`config.mk`:
```
export PLATFORM = sky130hd
export DESIGN_NAME = pattern_detect_counter
export DESIGN_NICKNAME = d
export VERILOG_FILES = /design/src/rtl/pattern_detect_pkg.sv /design/src/rtl/seg7_decode.sv /design/src/rtl/pattern_detect_counter.sv
export SDC_FILE = /design/constraint.sdc
export NUM_CORES = 1
export LEC_CHECK = 0
export ABC_CLOCK_PERIOD_IN_PS = 4400
export BUFFER_PORTS_ARGS = -buffer_cell sky130_fd_sc_hd__buf_4
export CAP_MARGIN = 20
export CORE_MARGIN = 3
export CORE_UTILIZATION = 58
export CTS_BUF_LIST = sky130_fd_sc_hd__clkbuf_8
export DETAILED_ROUTE_END_ITERATION = 7
export PLACE_DENSITY = 0.89
export RECOVER_POWER = 25
export SYNTH_ARGS = -nofsm -noshare
export SYNTH_HDL_FRONTEND = slang
export SYNTH_SLANG_ARGS = --single-unit
export TNS_END_PERCENT = 20
```
`constraint.sdc`:
```
create_clock -name clk -period 4.4 [get_ports clk]
set_clock_uncertainty 0.2 [all_clocks]
set_input_delay 1.32 -clock clk [delete_from_list [all_inputs] [get_ports clk]]
set_output_delay 1.32 -clock clk [all_outputs]
set_load 0.01 [all_outputs]
```
`src/rtl/pattern_detect_pkg.sv`:
```
// Shared types and seven-segment codes for the serial pattern detector.
package pattern_detect_pkg;

    typedef logic [3:0] bcd_t;

    localparam bcd_t BCD_MAX = 4'd9;

    // Active-low segments ordered {g,f,e,d,c,b,a}
    localparam logic [6:0] SEG_0   = 7'b1000000;
    localparam logic [6:0] SEG_1   = 7'b1111001;
    localparam logic [6:0] SEG_2   = 7'b0100100;
    localparam logic [6:0] SEG_3   = 7'b0110000;
    localparam logic [6:0] SEG_4   = 7'b0011001;
    localparam logic [6:0] SEG_5   = 7'b0010010;
    localparam logic [6:0] SEG_6   = 7'b0000010;
    localparam logic [6:0] SEG_7   = 7'b1111000;
    localparam logic [6:0] SEG_8   = 7'b0000000;
    localparam logic [6:0] SEG_9   = 7'b0011000;
    localparam logic [6:0] SEG_ERR = 7'b0000111;

endpackage

```
`src/rtl/seg7_decode.sv`:
```
// BCD digit to active-low seven-segment pattern.
module seg7_decode
    import pattern_detect_pkg::*;
(
    input  bcd_t       bcd,
    output logic [6:0] seg
);

    always_comb begin
        case (bcd)
            4'd0:    seg = SEG_0;
            4'd1:    seg = SEG_1;
            4'd2:    seg = SEG_2;
            4'd3:    seg = SEG_3;
            4'd4:    seg = SEG_4;
            4'd5:    seg = SEG_5;
            4'd6:    seg = SEG_6;
            4'd7:    seg = SEG_7;
            4'd8:    seg = SEG_8;
            4'd9:    seg = SEG_9;
            default: seg = SEG_ERR;
        endcase
    end

endmodule

```
`src/rtl/pattern_detect_counter.sv`:
```
// Mealy serial-pattern detector with runtime-loadable pattern, BCD match
// counter (wrap or saturate) and per-digit seven-segment outputs.
module pattern_detect_counter
    import pattern_detect_pkg::*;
#(
    parameter int PAT_LEN    = 4,
    parameter int NUM_DIGITS = 2
) (
    input  logic                    clk,
    input  logic                    rst,
    input  logic                    ena,
    input  logic                    sig_to_test,
    input  logic [PAT_LEN-1:0]      pattern,
    input  logic                    pat_load,
    input  logic                    overlap,
    input  logic                    saturate,
    output logic                    z,
    output logic                    overflow,
    output logic [4*NUM_DIGITS-1:0] count_bcd,
    output logic [7*NUM_DIGITS-1:0] disp
);

    localparam int                FILL_W    = $clog2(PAT_LEN);
    localparam logic [FILL_W-1:0] FILL_FULL = FILL_W'(PAT_LEN - 1);

    logic [PAT_LEN-1:0]      pat_reg;
    logic [PAT_LEN-2:0]      hist;
    logic [FILL_W-1:0]       fill;
    logic [PAT_LEN-1:0]      window;
    logic [4*NUM_DIGITS-1:0] count_inc;
    logic                    all_nines;
    logic                    carry;

    // Window holds the last PAT_LEN-1 bits plus the bit on the wire now,
    // which is what makes the detect flag zero-latency.
    assign window = {hist, sig_to_test};

    assign z = ena & ~rst & ~pat_load & (fill == FILL_FULL) & (window == pat_reg);

    always_comb begin
        count_inc = count_bcd;
        carry     = 1'b1;
        all_nines = 1'b1;
        for (int k = 0; k < NUM_DIGITS; k++) begin
            if (count_bcd[4*k +: 4] != BCD_MAX) all_nines = 1'b0;
            if (carry) begin
                if (count_bcd[4*k +: 4] >= BCD_MAX) begin
                    count_inc[4*k +: 4] = '0;
                end else begin
                    count_inc[4*k +: 4] = count_bcd[4*k +: 4] + 4'd1;
                    carry               = 1'b0;
                end
            end
        end
    end

    always_ff @(posedge clk) begin
        if (rst) begin
            pat_reg   <= '0;
            hist      <= '0;
            fill      <= '0;
            count_bcd <= '0;
            overflow  <= 1'b0;
        end else if (ena) begin
            if (pat_load) begin
                pat_reg <= pattern;
                fill    <= '0;
            end else begin
                hist <= window[PAT_LEN-2:0];
                // Clearing fill alone is enough to retire the matched bits.
                if (z && !overlap)
                    fill <= '0;
                else if (fill != FILL_FULL)
                    fill <= fill + FILL_W'(1);
                if (z) begin
                    if (all_nines) begin
                        overflow <= 1'b1;
                        if (!saturate) count_bcd <= '0;
                    end else begin
                        count_bcd <= count_inc;
                    end
                end
            end
        end
    end

    for (genvar k = 0; k < NUM_DIGITS; k++) begin : g_seg
        seg7_decode u_seg (
            .bcd (count_bcd[4*k +: 4]),
            .seg (disp[7*k +: 7])
        );
    end

endmodule

```
==> results.py <==
metrics = {
    "clock_tree": {
        "clockRootBuffer": "clkbuf_8",
        "post_cts_buffers": 0,
        "cts_resized": 0,
        "path_clk_slew_ns": 0.07,
        "clkSinkCount": 32,
        "clockBufferDepth": 2,
        "cts_made_buffers": 5,
        "cts_hold_buf": 0,
        "h-tree-depth": 2,
        "clk-insertion-delay-late_ns": 0.29,
        "cts_tree": "built",
    },
    "route": {
        "drt_first_pass_iters": 4,
        "final_antenna_net_count": 0,
        "wirelength_um": 4190,
        "num_vias": 1690,
        "wl_per_cell_um": 14.2,
        "drc": 0,
        "first_iter_violations": 68,
        "vias_per_cell": 5.73,
    },
    "worst_setup_path": {
        "crit_start": "sig_to_test",
        "r2r-start": "count_bcd[1]$_SDFFE_PP0N_",
        "crit_type": "primary input to flop",
        "crit_arrival_ns": 3.85,
        "crit_fanout": 10,
        "crit_path_end_kind": "flop",
        "cp.required_ns": 4.38,
        "start_kind": "primary input",
    },
    "layout": {
        "syn_to_final_growth_pct": 16.6,
        "antenna_cells": 0,
        "fill_cells": 257,
        "final_nets": 278,
        "drive_gt1_frac": 0.227,
        "largest_reg_flops": 14,
    },
    "power_and_ir_drop": {
        "intPower_uw": 472,
        "swShare": 0.223,
        "p_clk_frac": 0.453,
        "ir_drop_uv": 305,
        "power_density_nw_per_um2": 265,
        "seqPwrFrac": 0.486,
        "leakagePower_uw": 0.000910,
        "pwr-share-comb": 0.062,
        "p_switching_uw": 135,
    },
    "timing": {
        "timing.fmax_mhz": 258,
        "finalSetupViolCount": 0,
        "slew_viol_final": 0,
        "max_slew_margin": 0.660,
        "rsz0062_at_grt": "false",
        "period_needed_ns": 3.87,
        "worstMarginPinSlew_ns": 0.504,
        "fin_crit_sh": 0.879,
        "hold_violations": 0,
        "fin_tns_setup_ns": 0,
        "whs_ns": 0.271,
    },
    "synthesis": {
        "synth_most_common_cell": "dfxtp_1",
        "synthCells": 220,
        "ys_async_sr_fraction": 0,
        "syn-num-nets": 248,
        "avgSynthCellArea_um2": 8.92,
        "ys.flop_type": "dfxtp_1",
        "ys_top_cells_by_area": "dfxtp_1 33%, ha_1 11%, a21oi_1 5.1%, nand2_1 3.6%, nor2_1 2.9%",
        "yosysTopAreaCell": "dfxtp_1",
        "ys_ff_latch": 32,
        "synth-edff-count": 0,
        "synth.distinct_cells": 62,
        "syn-cell-area_um2": 1960,
        "yosys_warnings": 0,
        "yosys-top-cells-count": "32 x dfxtp_1, 20 x a21oi_1, 19 x nand2_1, 17 x ha_1, 15 x nor2_1",
        "ys_seq_area_frac": 0.326,
        "synth_top_area_share": 0.326,
    },
    "global_route": {
        "grt_start_max_net_pins": 25,
        "grt-ovfl-total": 0,
        "grt_use_total": 0.215,
        "grt_pass1_wl_um": 6990,
        "antenna_found_initial": 0,
        "grt_pass1_vias": 1510,
    },
    "floorplanning": {
        "dieArea_um2": 4120,
        "rows": 20,
        "coreArea_um2": 3150,
        "initial_utilization": 0.623,
        "die_x_um": 64.2,
        "die_h_um": 64.2,
        "pin_count": 35,
    },
    "status": {
        "status": "finished, final reports clean",
    },
    "hold_path": {
        "worstHoldStart": "pat_reg[3]$_SDFFE_PP0P_",
        "hold_class": "flop to flop",
    },
    "flow_run": {
        "cap_viol_max_count": 0,
    },
    "placement": {
        "gp_congestion": 0.886,
        "portBuffers": 34,
        "dpl.hpwl_um": 3000,
    },
}
-- cells by family (layout without fill, tap and decap cells) --
logic type / count (synthesis) / count (layout) / share of synthesized area
AO/OA/AOI/OAI: 59 / 59 / 0.222
XOR/XNOR: 6 / 6 / 0.0268
adder cells (fa/ha/maj): 17 / 17 / 0.108
buffers and inverters: 26 / 57 / 0.0644
flip-flops: 32 / 32 / 0.326
multiplexers: 3 / 3 / 0.0166
AND/OR/NAND/NOR: 77 / 77 / 0.236
-- through the flow --
stage,utilization,power [uW],setup WS [ns],std cells,instance area (um^2)
after global routing,0.726,630,0.265,295,2290
after CTS,0.734,614,0.585,295,2310
after global placement,0.700,337,0.444,287,2210
final,0.726,607,0.532,295,2290
after floorplan,-,328,0.698,220,1960
after detailed placement,0.700,338,0.317,287,2210
-- final timing paths --
| kind | slack [ns] | endpoint | depth (start not counted) |
|---|---|---|---|
| max | 0.53 | g_seg[0].u_seg.seg[4]$_DFF_P_ | 12 |
| min | 0.27 | pat_reg[3]$_SDFFE_PP0P_ | 2 |
| max reg2reg | 1.18 | g_seg[0].u_seg.seg[4]$_DFF_P_ | 13 |
| min reg2reg | 0.27 | pat_reg[3]$_SDFFE_PP0P_ | 2 |
-- critical path, stage by stage --
cell and delay (ns):
buf_4 0.12, xnor2_1 0.20, nand3_2 0.26, nor3_2 0.49
mux2i_1 0.29, nor2_1 0.10, inv_1 0.13, ha_1 0.23
nand2_1 0.07, a211oi_1 0.31, nor4b_1 0.10, a41o_1 0.22
-- power by group through the flow --
stage	registers (uW)	logic, uW	clock network, uW
6_report	295	37.4	275
5_1_grt	295	41.3	294
4_1_cts	295	37.1	282
3_5_place_dp	301	37.0	0
3_3_place_gp	301	35.9	0
2_1_floorplan	301	27.2	0
-- routing by layer --
layer | track usage | share of wire | vias to the layer above
met1 | 0.280 | 0.46 | 767
met3 | 0.0527 | 0.067 | 13
li1 | - | - | 847
met5 | 0 | 0 | -
met2 | 0.328 | 0.45 | 63
met4 | 0.108 | 0.020 | 0
-- layout make-up --
type	instances	area [um^2]	area share
timing repair buffer	35	236	0.103
clock buffer	5	68.8	0.0301
clock inverter	3	38.8	0.0169
sequential	32	641	0.280
tap	44	55.1	0.0241
inverter	14	52.6	0.0230
multi-input combinational	162	1200	0.523
-- cells in the final DEF (no fill, tap or decap), drive strengths merged, types with 6 or more instances in the layout --
| cell type | count |
|---|---|
| dfxtp | 32 |
| buf | 28 |
| a21oi | 24 |
| nand2 | 19 |
| ha | 17 |
| nor2 | 16 |
| inv | 15 |
| clkbuf | 12 |
| nand3 | 8 |
| nand4 | 8 |
| o21ai | 7 |
| xnor2 | 6 |
| nand2b | 6 |
(Power assumes the default switching activity.)
